`src/rtl/uart_pkg.sv`:
```
// uart_pkg: definitions shared by the UART receive path.
//   rx_state_e    - receiver FSM states (IDLE=0 .. STOP=4)
//   PAR_EVEN/ODD  - encodings of the PAR_TYP input
//   MIN/MAX_PRESCALE - legal range of oversampling clocks per bit
//   norm_prescale - maps a raw PRESCALE value onto the even, legal value used
package uart_pkg;

  typedef enum logic [2:0] {
    IDLE   = 3'd0,
    START  = 3'd1,
    DATA   = 3'd2,
    PARITY = 3'd3,
    STOP   = 3'd4
  } rx_state_e;

  localparam logic PAR_EVEN = 1'b0;
  localparam logic PAR_ODD  = 1'b1;

  localparam logic [5:0] MIN_PRESCALE = 6'd4;
  localparam logic [5:0] MAX_PRESCALE = 6'd32;

  // Odd values round down so that the mid-bit point P/2 is an integer;
  // anything outside the legal range is pinned to the nearest limit.
  function automatic logic [5:0] norm_prescale(input logic [5:0] raw);
    logic [5:0] even;
    logic [5:0] res;
    even = {raw[5:1], 1'b0};
    res  = even;
    if (even < MIN_PRESCALE) res = MIN_PRESCALE;
    if (even > MAX_PRESCALE) res = MAX_PRESCALE;
    return res;
  endfunction

endpackage

```
`src/rtl/uart_rx_if.sv`:
```
// uart_rx_if: serial-side inputs, frame configuration and byte-side results
// of the UART receiver.
//   RX_IN      - serial line, idles high
//   PAR_EN     - frame carries a parity bit
//   PAR_TYP    - 0 even, 1 odd parity
//   PRESCALE   - clock cycles per bit
//   P_DATA     - last error-free byte received
//   DATA_VALID - one-cycle pulse, P_DATA just updated
//   PAR_ERR    - one-cycle pulse, parity mismatch
//   STP_ERR    - one-cycle pulse, stop bit sampled low
//   BUSY       - receiver is inside a frame
// master: the side that drives the line and configuration (and consumes bytes).
// slave:  the receiver itself.
interface uart_rx_if #(
  parameter int DATA_WIDTH = 8
);
  logic                  RX_IN;
  logic                  PAR_EN;
  logic                  PAR_TYP;
  logic [5:0]            PRESCALE;
  logic [DATA_WIDTH-1:0] P_DATA;
  logic                  DATA_VALID;
  logic                  PAR_ERR;
  logic                  STP_ERR;
  logic                  BUSY;

  modport master (
    output RX_IN, PAR_EN, PAR_TYP, PRESCALE,
    input  P_DATA, DATA_VALID, PAR_ERR, STP_ERR, BUSY
  );

  modport slave (
    input  RX_IN, PAR_EN, PAR_TYP, PRESCALE,
    output P_DATA, DATA_VALID, PAR_ERR, STP_ERR, BUSY
  );
endinterface

```
`src/rtl/uart_rx_sampler.sv`:
```
// uart_rx_sampler: per-bit oversampling counter and 2-of-3 majority vote.
//   CLK, RST     - oversampling clock, async active-low reset
//   clr          - hold edge_cnt at 0 (receiver idle next cycle)
//   prescale     - latched, even clock count per bit (>= 4)
//   rx_s         - synchronized serial line
//   sampled_bit  - majority of the samples at edge_cnt P/2-1, P/2, P/2+1
//   sample_valid - sampled_bit is meaningful this cycle (edge_cnt = P/2+1)
//   bit_end      - last cycle of the current bit (edge_cnt = P-1)
module uart_rx_sampler (
  input  logic       CLK,
  input  logic       RST,
  input  logic       clr,
  input  logic [5:0] prescale,
  input  logic       rx_s,
  output logic       sampled_bit,
  output logic       sample_valid,
  output logic       bit_end
);

  logic [5:0] edge_cnt;
  logic [5:0] half;
  logic       smp0_q;
  logic       smp1_q;

  assign half = {1'b0, prescale[5:1]};

  always_ff @(posedge CLK or negedge RST) begin
    if (!RST) begin
      edge_cnt <= '0;
      smp0_q   <= 1'b0;
      smp1_q   <= 1'b0;
    end else begin
      if (clr || bit_end) edge_cnt <= '0;
      else                edge_cnt <= edge_cnt + 6'd1;
      if (edge_cnt == half - 6'd1) smp0_q <= rx_s;
      if (edge_cnt == half)        smp1_q <= rx_s;
    end
  end

  // The third sample is taken live, so the vote is ready in the same cycle
  // as the last sample; the consumer registers it. This keeps the vote
  // inside the bit even at the minimum prescale of 4.
  assign sampled_bit  = (smp0_q & smp1_q) | (smp0_q & rx_s) | (smp1_q & rx_s);
  assign sample_valid = (edge_cnt == half + 6'd1);
  assign bit_end      = (edge_cnt == prescale - 6'd1);

endmodule

```
`src/rtl/uart_rx.sv`:
```
// uart_rx: UART receiver (start bit, DATA_WIDTH data bits LSB first,
// optional parity, one stop bit), oversampled by a runtime prescale.
//   CLK - oversampling clock (PRESCALE x baud)
//   RST - asynchronous active-low reset
//   bus - uart_rx_if slave: RX_IN/config in, P_DATA/pulses/BUSY out
module uart_rx
  import uart_pkg::*;
#(
  parameter int DATA_WIDTH  = 8,
  parameter int SYNC_STAGES = 2
) (
  input  logic    CLK,
  input  logic    RST,
  uart_rx_if.slave bus
);

  localparam int BIT_CNT_W = (DATA_WIDTH > 1) ? $clog2(DATA_WIDTH) : 1;

  logic [SYNC_STAGES-1:0] sync_q;
  logic                   rx_s;

  rx_state_e state_q, state_d;

  logic [5:0]            presc_q;
  logic                  par_en_q;
  logic                  par_typ_q;
  logic [BIT_CNT_W-1:0]  bit_cnt_q;
  logic [DATA_WIDTH-1:0] shift_q;
  logic                  par_flag_q;
  logic [DATA_WIDTH-1:0] p_data_q;
  logic                  data_valid_q;
  logic                  par_err_q;
  logic                  stp_err_q;

  logic sampled_bit;
  logic sample_valid;
  logic bit_end;
  logic cnt_clr;
  logic start_det;
  logic last_bit;
  logic exp_par;

  // Input synchronizer; resets to the idle (high) line level.
  always_ff @(posedge CLK or negedge RST) begin
    if (!RST) sync_q <= '1;
    else      sync_q <= {sync_q[SYNC_STAGES-2:0], bus.RX_IN};
  end

  assign rx_s = sync_q[SYNC_STAGES-1];

  uart_rx_sampler u_sampler (
    .CLK          (CLK),
    .RST          (RST),
    .clr          (cnt_clr),
    .prescale     (presc_q),
    .rx_s         (rx_s),
    .sampled_bit  (sampled_bit),
    .sample_valid (sample_valid),
    .bit_end      (bit_end)
  );

  // The falling-edge detect cycle counts as edge 0 of the start bit, so the
  // counter is only held at zero while the receiver stays idle.
  assign cnt_clr   = (state_d == IDLE);
  assign start_det = (state_q == IDLE) && !rx_s;
  assign last_bit  = (bit_cnt_q == BIT_CNT_W'(DATA_WIDTH - 1));
  assign exp_par   = (^shift_q) ^ (par_typ_q == PAR_ODD);

  always_ff @(posedge CLK or negedge RST) begin
    if (!RST) state_q <= IDLE;
    else      state_q <= state_d;
  end

  always_comb begin
    state_d = state_q;
    case (state_q)
      IDLE:   if (!rx_s) state_d = START;
      // A high majority at mid start bit is a glitch, not a frame.
      START:  if (sample_valid && sampled_bit) state_d = IDLE;
              else if (bit_end)                state_d = DATA;
      DATA:   if (bit_end && last_bit) state_d = par_en_q ? PARITY : STOP;
      PARITY: if (bit_end) state_d = STOP;
      // Leave as soon as the stop bit is voted so a following start edge,
      // possibly from a slightly fast transmitter, is not missed.
      STOP:   if (sample_valid) state_d = IDLE;
      default: state_d = IDLE;
    endcase
  end

  // Frame configuration, bit counter, parity flag and result registers.
  always_ff @(posedge CLK or negedge RST) begin
    if (!RST) begin
      presc_q      <= MIN_PRESCALE;
      par_en_q     <= 1'b0;
      par_typ_q    <= PAR_EVEN;
      bit_cnt_q    <= '0;
      par_flag_q   <= 1'b0;
      p_data_q     <= '0;
      data_valid_q <= 1'b0;
      par_err_q    <= 1'b0;
      stp_err_q    <= 1'b0;
    end else begin
      data_valid_q <= 1'b0;
      par_err_q    <= 1'b0;
      stp_err_q    <= 1'b0;

      if (start_det) begin
        presc_q    <= norm_prescale(bus.PRESCALE);
        par_en_q   <= bus.PAR_EN;
        par_typ_q  <= bus.PAR_TYP;
        bit_cnt_q  <= '0;
        par_flag_q <= 1'b0;
      end

      if (state_q == DATA && bit_end)
        bit_cnt_q <= last_bit ? '0 : bit_cnt_q + BIT_CNT_W'(1);

      if (state_q == PARITY && sample_valid)
        par_flag_q <= (sampled_bit != exp_par);

      if (state_q == STOP && sample_valid) begin
        par_err_q    <= par_flag_q;
        stp_err_q    <= !sampled_bit;
        data_valid_q <= !par_flag_q && sampled_bit;
        if (!par_flag_q && sampled_bit) p_data_q <= shift_q;
      end
    end
  end

  // Deserializer: LSB arrives first, so bits enter at the top and shift down.
  always_ff @(posedge CLK) begin
    if (state_q == DATA && sample_valid)
      shift_q <= {sampled_bit, shift_q[DATA_WIDTH-1:1]};
  end

  assign bus.P_DATA     = p_data_q;
  assign bus.DATA_VALID = data_valid_q;
  assign bus.PAR_ERR    = par_err_q;
  assign bus.STP_ERR    = stp_err_q;
  assign bus.BUSY       = (state_q != IDLE);

endmodule

```
`src/flat_wrapper.sv`:
```
// flat-port wrapper written by rule: the top's interface ports become plain ports
module uart_rx_flat import uart_pkg::*;
#(
  parameter int DATA_WIDTH  = 8,
  parameter int SYNC_STAGES = 2
)
  (CLK, RST, bus_RX_IN, bus_PAR_EN, bus_PAR_TYP, bus_PRESCALE, bus_P_DATA, bus_DATA_VALID, bus_PAR_ERR, bus_STP_ERR, bus_BUSY);
  uart_rx_if #(.DATA_WIDTH(DATA_WIDTH)) bus_i ();
  input  logic CLK;
  input  logic RST;
  input wire logic [$bits(bus_i.RX_IN)-1:0] bus_RX_IN;
  input wire logic [$bits(bus_i.PAR_EN)-1:0] bus_PAR_EN;
  input wire logic [$bits(bus_i.PAR_TYP)-1:0] bus_PAR_TYP;
  input wire logic [$bits(bus_i.PRESCALE)-1:0] bus_PRESCALE;
  output wire logic [$bits(bus_i.P_DATA)-1:0] bus_P_DATA;
  output wire logic [$bits(bus_i.DATA_VALID)-1:0] bus_DATA_VALID;
  output wire logic [$bits(bus_i.PAR_ERR)-1:0] bus_PAR_ERR;
  output wire logic [$bits(bus_i.STP_ERR)-1:0] bus_STP_ERR;
  output wire logic [$bits(bus_i.BUSY)-1:0] bus_BUSY;
  assign bus_i.RX_IN = bus_RX_IN;
  assign bus_i.PAR_EN = bus_PAR_EN;
  assign bus_i.PAR_TYP = bus_PAR_TYP;
  assign bus_i.PRESCALE = bus_PRESCALE;
  assign bus_P_DATA = bus_i.P_DATA;
  assign bus_DATA_VALID = bus_i.DATA_VALID;
  assign bus_PAR_ERR = bus_i.PAR_ERR;
  assign bus_STP_ERR = bus_i.STP_ERR;
  assign bus_BUSY = bus_i.BUSY;
  uart_rx #(.DATA_WIDTH(DATA_WIDTH), .SYNC_STAGES(SYNC_STAGES)) u_core (.CLK(CLK), .RST(RST), .bus(bus_i));
endmodule
```
`config.mk`:
```
export PLATFORM = sky130hd
export DESIGN_NAME = uart_rx_flat
export DESIGN_NICKNAME = d
export VERILOG_FILES = /design/src/rtl/uart_pkg.sv /design/src/rtl/uart_rx_if.sv /design/src/rtl/uart_rx_sampler.sv /design/src/rtl/uart_rx.sv /design/src/flat_wrapper.sv
export SDC_FILE = /design/constraint.sdc
export NUM_CORES = 1
export LEC_CHECK = 0
export ABC_AREA = 1
export CORE_ASPECT_RATIO = 0.5
export CORE_UTILIZATION = 60
export DETAILED_ROUTE_END_ITERATION = 10
export PLACE_DENSITY = 0.82
export RECOVER_POWER = 50
export SLEW_MARGIN = 5
export SYNTH_ARGS = -nofsm -noshare
export SYNTH_HDL_FRONTEND = slang
export SYNTH_HIERARCHICAL = 1
export SYNTH_SLANG_ARGS = --single-unit
export TNS_END_PERCENT = 10
```
`constraint.sdc`:
```
create_clock -name CLK -period 4.5 [get_ports CLK]
set_input_delay 0.9 -clock CLK [delete_from_list [all_inputs] [get_ports CLK]]
set_output_delay 0.9 -clock CLK [all_outputs]
set_load 0.02 [all_outputs]
```
==> results of run 1 <==
metrics by stage:
stage | setup slack (ps) | area, sq um | power, mW | hold WS (ps) | utilization [%]
after floorplan | 2250 | 2540 | 1.13 | 345 | -
after global routing | 1330 | 2890 | 1.73 | 374 | 72.8
after global placement | 1930 | 2790 | 1.27 | 347 | 70.4
after detailed placement | 1870 | 2790 | 1.30 | 352 | 70.4
final | 1750 | 2890 | 1.60 | 370 | 72.8
after CTS | 1860 | 2900 | 1.61 | 367 | 73.3
sequential cells by signal, indices dropped and copies added, names as in the netlist:
| name | count |
|---|---|
| u_core/bit_cnt_q | 3 |
| u_core/bus.DATA_VALID | 1 |
| u_core/bus.PAR_ERR | 1 |
| u_core/bus.P_DATA | 8 |
| u_core/bus.STP_ERR | 1 |
| u_core/par_en_q | 1 |
| u_core/par_flag_q | 1 |
| u_core/par_typ_q | 1 |
| u_core/presc_q | 5 |
| u_core/shift_q | 8 |
| u_core/state_q | 3 |
| u_core/sync_q | 2 |
| u_core/u_sampler/edge_cnt | 6 |
| u_core/u_sampler/smp0_q | 1 |
| u_core/u_sampler/smp1_q | 1 |
final timing paths:
check | to | slack [ps] | cells past startpoint
setup / recovery | u_core/u_sampler/edge_cnt[0]$_DFF_PN0_ | 1750 | 18
hold / removal | u_core/sync_q[1]$_DFF_PN1_ | 370 | 0
hold reg to reg | u_core/sync_q[1]$_DFF_PN1_ | 370 | 0
max in group asynchronous | u_core/u_sampler/edge_cnt[1]$_DFF_PN0_ | 1760 | 2
min in group asynchronous | u_core/bus.P_DATA[4]$_DFFE_PN0P_ | 1650 | 2
setup reg to reg | u_core/u_sampler/edge_cnt[0]$_DFF_PN0_ | 1750 | 18
routing by layer:
metal | GRT usage [%] | vias to the layer above
met5 | 0 | -
li1 | - | 1099
met3 | 5.40 | 10
met2 | 44.4 | 46
met4 | 9.85 | 0
met1 | 29.3 | 991
report_power, final:
group / switching [mW] / internal [mW]
Combinational: 0.463 / 0.253
Clock: 0.138 / 0.165
Sequential: 0.105 / 0.478
placed cells by master (no fill, tap or decap), types with 2 or more instances in the layout:
cell / count
nand2_1: 117
inv_1: 36
dfrtp_1: 32
nor2_1: 31
nand3_1: 26
clkdlybuf4s50_1: 19
o21ai_0: 9
xor2_1: 9
inv_2: 9
edfxtp_1: 8
ha_1: 7
o21ai_2: 6
clkbuf_8: 5
a21oi_1: 5
xnor2_1: 5
nor3_1: 4
nand2_2: 3
conb_1: 3
nand4_1: 3
dlygate4sd3_1: 2
o211ai_1: 2
dfstp_1: 2
area by class of cell:
cell class / count / area share [%]
Multi-Input combinational cell: 241 / 41.7
Sequential cell: 43 / 38.8
Timing Repair Buffer: 22 / 7.42
Inverter: 45 / 5.85
Clock buffer: 5 / 2.39
Tap cell: 54 / 2.34
Clock inverter: 3 / 1.52
worst max-delay path: cells and delay by family, from the launching register on:
kind | cells | cell delay, ps
AO/OA/AOI/OAI | 2 | 300
buffers and inverters | 4 | 380
adder cells (fa/ha/maj) | 1 | 240
flip-flops | 1 | 650
AND/OR/NAND/NOR | 11 | 1080
cell families after synthesis:
group           Yosys count  synth area share, %
buf+inv                  49                 8.05
simple gates            189                 31.7
other cells               1                0.148
flops                    43                 44.2
xor+xnor                 14                 4.84
fa+ha+maj                 8                 3.85
compound gates           27                 7.26
==> flow_metrics.py, run 1 <==
metrics = {
    "final_layout": {
        "multi_input_area_sq_um": 1200,
        "seqCellArea_sq_um": 1120,
        "layout-drive-gt1-share_pct": 8.64,
        "areaGrowthSynthToFinish_pct": 13.9,
        "diodes": 0,
        "final_cells": 413,
        "fill_cells": 303,
        "fin_nets": 376,
    },
    "timing": {
        "layout_min_cycle_time_ps": 2750,
        "worstMarginPinSlew_ps": 1890,
        "finalHoldViolations": 0,
        "setup_tns_ps": 0,
        "setup-violations-final": 0,
        "rsz0062_at_grt": "false",
        "slew_viol_final": 36,
        "fin_crit_sh_pct": 61.1,
        "fmax_mhz": 364,
        "skew_ps": 7.08,
        "relSlewSlack_pct": -25.8,
    },
    "route": {
        "drt_pass1_iterations": 4,
        "routed-wl-met2_um": 2530,
        "highest_layer": "met4",
        "drc_errors": 0,
        "wl_um": 5200,
        "wire_per_inst_um": 12.6,
        "ant_nets": 0,
        "met1_length_um": 2410,
        "wl_met3_um": 179,
        "vias_per_cell": 5.20,
        "via_count": 2146,
        "drtIter0Drc": 120,
    },
    "run_status": {
        "outcome": "finished, violations left",
        "violations": "capacitance limit, slew limit",
    },
    "floorplan": {
        "core_area_sq_um": 3960,
        "initial_utilization_pct": 63.9,
        "dieHeight_um": 48.0,
        "dieArea_sq_um": 4500,
        "rows": 16,
        "io_pins": 23,
        "dieWidth_um": 93.9,
    },
    "synthesis": {
        "synthArstFlopShare_pct": 81.4,
        "synth-seq-area-share_pct": 44.2,
        "synth.most_common_cell": "nand2_1",
        "synth_common_cells": "117 x nand2_1, 36 x inv_1, 32 x dfrtp_1, 30 x nor2_1, 26 x nand3_1",
        "netlist_instances": 331,
        "ys_seq_elements": 43,
        "synth_edf_count": 8,
        "synthFlopType": "dfrtp_1",
        "yosysTopAreaCell": "dfrtp_1",
        "ys_types": 34,
        "synth_area_sq_um": 2530,
        "synth_top_area_share_pct": 31.6,
        "synth_area_leaders": "dfrtp_1 32%, nand2_1 17%, edfxtp_1 9.5%, inv_1 5.3%, nand3_1 5.1%",
        "syn_area_per_cell_sq_um": 7.65,
        "ys_warn_count": 6,
    },
    "clock_tree": {
        "post_cts_buffers": 0,
        "cts-root-buf": "clkbuf_8",
        "clockBufferDepth": 2,
        "cts_hold_buf": 0,
        "cts_tree": "built",
        "numCtsBuffers": 5,
        "path_clk_slew_ps": 80,
        "cts_resized": 0,
        "cts-htree-levels": 2,
        "cts.sinks": 43,
        "clk_latency_ps": 300,
    },
    "worst_setup_path": {
        "cp-start-kind": "register",
        "required_ps": 4680,
        "cpPeakStageDelay_ps": 650,
        "crit_start": "u_core/presc_q[2]$_DFFE_PN1P_",
        "crit_type": "register to register",
        "worst-path-max-fanout": 7,
        "critPathSlowestCell": "dfstp_1",
        "arrival_ps": 2930,
        "reg2reg_from": "u_core/presc_q[2]$_DFFE_PN1P_",
        "critPathCaptureType": "register",
        "path_cells": "inv_2, ha_1, nand2_1, inv_1, nand2_1, nand3_1, nor2_1, nand2_2, inv_1, nand2_1, o211ai_1, o21ai_0, nor2_1, nand2_1, nor2_1, inv_1, nand2_4, nor2_1",
    },
    "global_route": {
        "grt_start_max_net_pins": 36,
        "grt_pass1_vias": 1917,
        "grt_overflow": 0,
        "grt_pass1_wl_um": 8130,
        "antenna_found_initial": 0,
        "grt_use_total_pct": 24.2,
    },
    "min_path": {
        "holdCritPathClass": "register to register",
        "hold_start": "u_core/sync_q[0]$_DFF_PN1_",
    },
    "power": {
        "power_density_nw_per_um2": 555,
        "vdd_drop_max_mv": 0.373,
        "leakage_nw": 1.45,
    },
    "place": {
        "routabilityCongestion": 0.891,
        "dpl.cell_count": 405,
        "hpwl_um": 3810,
        "io_buffers": 21,
    },
    "job": {
        "cap_violations": 1,
    },
}
Note: power is estimated with default switching activity, not from simulation.
==> run 2, diff against run 1 <==
--- a/config.mk
+++ b/config.mk
@@ -7,9 +7,9 @@
 export LEC_CHECK = 0
 export ABC_AREA = 1
 export CORE_ASPECT_RATIO = 0.5
-export CORE_UTILIZATION = 60
+export CORE_UTILIZATION = 57
 export DETAILED_ROUTE_END_ITERATION = 10
-export PLACE_DENSITY = 0.82
+export PLACE_DENSITY = 0.78
 export RECOVER_POWER = 50
 export SLEW_MARGIN = 5
 export SYNTH_ARGS = -nofsm -noshare
==> constraint.sdc (replaced) <==
create_clock -name CLK -period 2.7 [get_ports CLK]
set_input_delay 0.54 -clock CLK [delete_from_list [all_inputs] [get_ports CLK]]
set_output_delay 0.54 -clock CLK [all_outputs]
set_load 0.02 [all_outputs]
==> run 2 against run 1 <==
The flow now finishes without violations. Final cell count increased by 1.5%. Routed wire length increased by 2.0%. Setup slack got worse by 1500 ps. Sequential share of layout area shrank 0.28 points. Largest cell class unchanged. Power rose by 65%. Largest power group unchanged.
==> flow_metrics.py, run 2 (synthesis gave the netlist of run 1 again) <==
metrics = {
    "final_layout": {
        "multi_input_area_sq_um": 1200,
        "seqCellArea_sq_um": 1120,
        "fin_nets": 382,
        "fill_cells": 338,
        "diodes": 0,
        "layout-drive-gt1-share_pct": 11.2,
        "fin_util_pct": 71.2,
        "mostFrequentLayoutCells": "117 x nand2_1, 34 x inv_1, 32 x dfrtp_1",
        "areaGrowthSynthToFinish_pct": 14.7,
        "final_common_cell": "nand2_1",
    },
    "route": {
        "wire_per_inst_um": 12.7,
        "drt_pass1_iterations": 4,
        "via_count": 2192,
        "drc_errors": 0,
        "drtIter0Drc": 109,
        "vias_per_cell": 5.23,
        "wl_um": 5300,
        "ant_nets": 0,
    },
    "min_path": {
        "holdCritPathClass": "register to register",
    },
    "timing": {
        "slew_viol_final": 0,
        "fmax_mhz": 403,
        "skew_ps": 4.14,
        "setup_tns_ps": 0,
        "relSlewSlack_pct": 39.7,
        "finalHoldViolations": 0,
        "worstMarginPinSlew_ps": 905,
        "setup-violations-final": 0,
        "fin_crit_sh_pct": 91.9,
        "layout_min_cycle_time_ps": 2480,
    },
    "global_route": {
        "grt_util_met3_pct": 6.07,
        "grt_pass1_wl_um": 8790,
        "grt_most_used_layer": "met2",
        "use_met2_pct": 42.9,
        "grt_overflow": 0,
        "grt_pass1_vias": 2052,
        "use_met1_pct": 30.4,
        "grt_use_total_pct": 24.9,
        "antenna_found_initial": 0,
        "grt_start_max_net_pins": 36,
    },
    "job": {
        "cap_violations": 0,
    },
    "place": {
        "io_buffers": 21,
        "hpwl_um": 3920,
        "routabilityCongestion": 0.901,
    },
    "floorplan": {
        "dieArea_sq_um": 4730,
        "io_pins": 23,
        "dieWidth_um": 96.3,
        "core_area_sq_um": 4080,
        "initial_utilization_pct": 62.0,
        "rows": 16,
        "dieHeight_um": 49.1,
    },
    "clock_tree": {
        "cts_tree": "built",
        "clk_latency_ps": 290,
        "cts-root-buf": "clkbuf_8",
        "path_clk_slew_ps": 80,
        "cts-htree-levels": 2,
        "cts.sinks": 43,
        "clockBufferDepth": 2,
        "numCtsBuffers": 5,
    },
    "worst_setup_path": {
        "arrival_ps": 2660,
        "critPathCaptureType": "register",
        "crit_type": "register to register",
        "cp-start-kind": "register",
        "required_ps": 2880,
        "worst-path-max-fanout": 7,
    },
    "run_status": {
        "outcome": "complete, no violations",
    },
    "power": {
        "leakage_nw": 1.47,
        "vdd_drop_max_mv": 0.577,
        "power_density_nw_per_um2": 908,
    },
}
==> run 2: layout make-up <==
| class | count | area share [%] |
|---|---|---|
| inverters | 45 | 5.81 |
| repair buffers | 28 | 8.95 |
| multi-input cells | 241 | 41.5 |
| well taps | 54 | 2.32 |
| clock inverters | 2 | 0.430 |
| flip-flops and latches | 43 | 38.5 |
| clock buffers | 6 | 2.50 |
==> run 2: path summary, 6_finish.rpt <==
kind	depth (start not counted)	from	slack, ps	to
max	18	u_core/presc_q[2]$_DFFE_PN1P_	220	u_core/u_sampler/edge_cnt[0]$_DFF_PN0_
min	0	u_core/sync_q[0]$_DFF_PN1_	360	u_core/sync_q[1]$_DFF_PN1_
max reg2reg	18	u_core/presc_q[2]$_DFFE_PN1P_	220	u_core/u_sampler/edge_cnt[0]$_DFF_PN0_
min reg2reg	0	u_core/sync_q[0]$_DFF_PN1_	360	u_core/sync_q[1]$_DFF_PN1_
max in group asynchronous	2	RST	1230	u_core/bit_cnt_q[1]$_DFFE_PN0P_
min in group asynchronous	2	RST	890	u_core/bus.P_DATA[3]$_DFFE_PN0P_
==> run 2: critical path: stages (launching register included) <==
cell and delay, ps:
dfstp_2 550, inv_2 70, ha_1 230, nand2_1 100, inv_1 40, nand2_1 60, nand3_1 80, nor2_2 150
nand2_2 90, inv_2 90, nand2_1 70, o211ai_1 150, o21ai_0 110, nor2_1 170, nand2_1 70, nor2_1 90
inv_1 70, nand2_4 110, nor2_1 50
==> run 2: power breakdown <==
group	total, mW	internal [mW]	switching, mW
Sequential	0.959	0.797	0.162
Clock	0.399	0.181	0.218
Combinational	1.28	0.469	0.813
Total	2.64	1.45	1.19
==> run 2: timing repair <==
item	4_1_cts	5_1_grt
endpoints found under the setup margin	0	6
buffers inserted	0	2
resized for setup	0	3
hold buffers	0	0
==> run 2: per-layer routing <==
layer,up-vias,wire length (um)
met1,1018,2380
met2,58,2610
met3,11,249
met4,0,72
met5,-,0
li1,1105,-
==> run 2: per-stage QoR <==
stage	hold slack (ps)	instance area, sq um	power (mW)	instances	worst slack, ps
after floorplan	244	2540	1.89	333	451
after CTS	362	2910	2.61	417	157
after global placement	347	2820	2.13	409	205
after global routing	366	2910	2.86	419	-19.1
after detailed placement	347	2820	2.20	409	173
final	364	2910	2.64	419	220
==> run 3, diff against run 2 <==
--- a/config.mk
+++ b/config.mk
@@ -9,6 +9,7 @@
 export CORE_ASPECT_RATIO = 0.5
 export CORE_UTILIZATION = 57
 export DETAILED_ROUTE_END_ITERATION = 10
+export GPL_TIMING_DRIVEN = 0
 export PLACE_DENSITY = 0.78
 export RECOVER_POWER = 50
 export SLEW_MARGIN = 5
==> constraint.sdc (replaced) <==
create_clock -name CLK -period 2.7 [get_ports CLK]
set_input_delay 0.81 -clock CLK [delete_from_list [all_inputs] [get_ports CLK]]
set_output_delay 0.81 -clock CLK [all_outputs]
set_load 0.02 [all_outputs]
==> run 3 against run 2 <==
Clock skew up 4.1 ps. Routed wire length down 2.1%. Final area up 1.7%. Critical endpoint is now u_core/u_sampler/edge_cnt[2]$_DFF_PN0_. Global-route usage down 0.25 points. Highest routed layer unchanged. Sequential power up 0.4%. Sequential share of layout area down 0.61 points. Hold slack worse by 7.8 ps. Core utilization up 1.2 points. Power up 3.2%. Via count down 0.64%. Die area unchanged.
==> flow_metrics.py, run 3 (synthesis gave the netlist of run 1 again) <==
metrics = {
    "route": {
        "drc_errors": 0,
        "drt_pass1_iterations": 4,
        "wire_per_inst_um": 12.4,
        "ant_nets": 0,
        "via_count": 2178,
        "drtIter0Drc": 73,
        "wl_um": 5190,
        "vias_per_cell": 5.20,
    },
    "worst_setup_path": {
        "critPathCaptureType": "register",
        "required_ps": 2880,
        "crit_family": "simple AND/OR/NAND/NOR gates",
        "crit_type": "register to register",
        "crit_path_frequent_cell": "nand2_1",
        "arrival_ps": 2710,
        "critPathSlowestCell": "dfstp_2",
        "worst-path-max-fanout": 7,
        "cpPeakStageDelay_ps": 580,
        "path_buf_inv": 4,
        "cp-start-kind": "register",
        "path_cells": "inv_2, ha_2, nand2_1, inv_1, nand2_1, nand3_1, nor2_2, nand2_2, inv_2, nand2_1, o211ai_1, o21ai_0, nor2_1, nand2_1, nor2_1, inv_1, nand2_4, nor2_1",
    },
    "place": {
        "routabilityCongestion": 0.927,
        "hpwl_um": 3950,
        "io_buffers": 21,
        "dp_slack_ps": 57.3,
        "dpl.cell_count": 408,
    },
    "global_route": {
        "grt_pass1_vias": 2010,
        "grt_pass1_wl_um": 8800,
        "grt_most_used_layer": "met2",
        "grt_util_met3_pct": 5.61,
        "grt_use_total_pct": 24.6,
        "antenna_found_initial": 0,
        "use_met1_pct": 32.2,
        "grt_overflow": 0,
        "grt_start_max_net_pins": 36,
        "use_met2_pct": 42.2,
    },
    "final_layout": {
        "final_common_cell": "nand2_1",
        "diodes": 0,
        "areaGrowthSynthToFinish_pct": 16.7,
        "fin_nets": 382,
        "mostFrequentLayoutCells": "117 x nand2_1, 34 x inv_1, 31 x dfrtp_1",
        "fill_cells": 334,
        "seqCellArea_sq_um": 1120,
        "multi_input_area_sq_um": 1220,
        "final_cells": 419,
        "layout-drive-gt1-share_pct": 12.9,
    },
    "timing": {
        "fmax_mhz": 395,
        "relSlewSlack_pct": 45.6,
        "rsz0062_at_grt": "false",
        "layout_min_cycle_time_ps": 2530,
        "skew_ps": 8.24,
        "fin_ws_ps": 169,
        "finalHoldViolations": 0,
        "slew_viol_final": 0,
        "worstMarginPinSlew_ps": 816,
        "setup_tns_ps": 0,
        "setup-violations-final": 0,
        "fin_crit_sh_pct": 93.7,
    },
    "clock_tree": {
        "cts_hold_buf": 0,
        "path_clk_slew_ps": 90,
        "cts-root-buf": "clkbuf_8",
        "cts.sinks": 43,
        "clockBufferDepth": 2,
        "numCtsBuffers": 5,
        "cts-htree-levels": 2,
        "clk_latency_ps": 300,
        "cts_tree": "built",
    },
    "floorplan": {
        "dieHeight_um": 49.1,
        "dieArea_sq_um": 4730,
        "initial_utilization_pct": 62.0,
        "dieWidth_um": 96.3,
        "core_area_sq_um": 4080,
        "rows": 16,
        "io_pins": 23,
    },
    "run_status": {
        "outcome": "complete, no violations",
    },
    "min_path": {
        "holdCritPathClass": "register to register",
    },
    "power": {
        "power_density_nw_per_um2": 921,
        "leakage_nw": 1.48,
        "vdd_drop_max_mv": 0.559,
    },
    "job": {
        "cap_violations": 0,
    },
}
==> run 3: stage by stage <==
stage	hold WS [ps]	power [mW]	area, sq um	util (%)
after floorplan	345	1.89	2540	-
after global placement	347	2.12	2820	69.0
after detailed placement	353	2.17	2810	68.9
after CTS	356	2.68	2930	71.7
after global routing	367	2.95	2960	72.4
final	356	2.72	2960	72.4
==> run 3: what timing repair did <==
action	in CTS	in global routing
setup endpoints to repair	0	17
resized for setup	0	6
buffers inserted	0	3
==> run 3: worst reg2reg max path: stages, from the launching register on <==
cell	delay [ps]
dfstp_2	580
inv_2	80
ha_2	200
nand2_1	110
inv_1	50
nand2_1	60
nand3_1	90
nor2_2	160
nand2_2	90
inv_2	110
nand2_1	90
o211ai_1	160
o21ai_0	100
nor2_1	160
nand2_1	70
nor2_1	80
inv_1	70
nand2_4	100
nor2_1	60
==> run 3: metal layers <==
layer | up-vias | share of wire [%]
li1 | 1105 | -
met3 | 7 | 4.4
met5 | - | 0
met2 | 57 | 49
met1 | 1009 | 46
met4 | 0 | 0.83
==> run 3: final timing paths <==
check | end | cells after the start | slack [ps] | start
max | u_core/u_sampler/edge_cnt[2]$_DFF_PN0_ | 18 | 170 | u_core/presc_q[2]$_DFFE_PN1P_
min | u_core/sync_q[1]$_DFF_PN1_ | 0 | 360 | u_core/sync_q[0]$_DFF_PN1_
max reg2reg | u_core/u_sampler/edge_cnt[2]$_DFF_PN0_ | 18 | 170 | u_core/presc_q[2]$_DFFE_PN1P_
min reg2reg | u_core/sync_q[1]$_DFF_PN1_ | 0 | 360 | u_core/sync_q[0]$_DFF_PN1_
max in group asynchronous | u_core/presc_q[1]$_DFFE_PN0P_ | 1 | 1530 | RST
min in group asynchronous | u_core/bus.P_DATA[5]$_DFFE_PN0P_ | 1 | 590 | RST
==> run 3: cell type report <==
cell class	instances	area share (%)
inverter	45	5.71
sequential	43	37.9
timing repair buffer	24	7.70
tap	54	2.29
clock buffer	5	2.33
multi-input combinational	241	41.4
clock inverter	3	1.48
buffer	4	1.14
==> run 3: where the power goes <==
group / internal, mW / switching [mW] / leakage (nW)
Clock: 0.275 / 0.225 / 0.0581
Sequential: 0.799 / 0.164 / 0.529
Combinational: 0.467 / 0.793 / 0.896
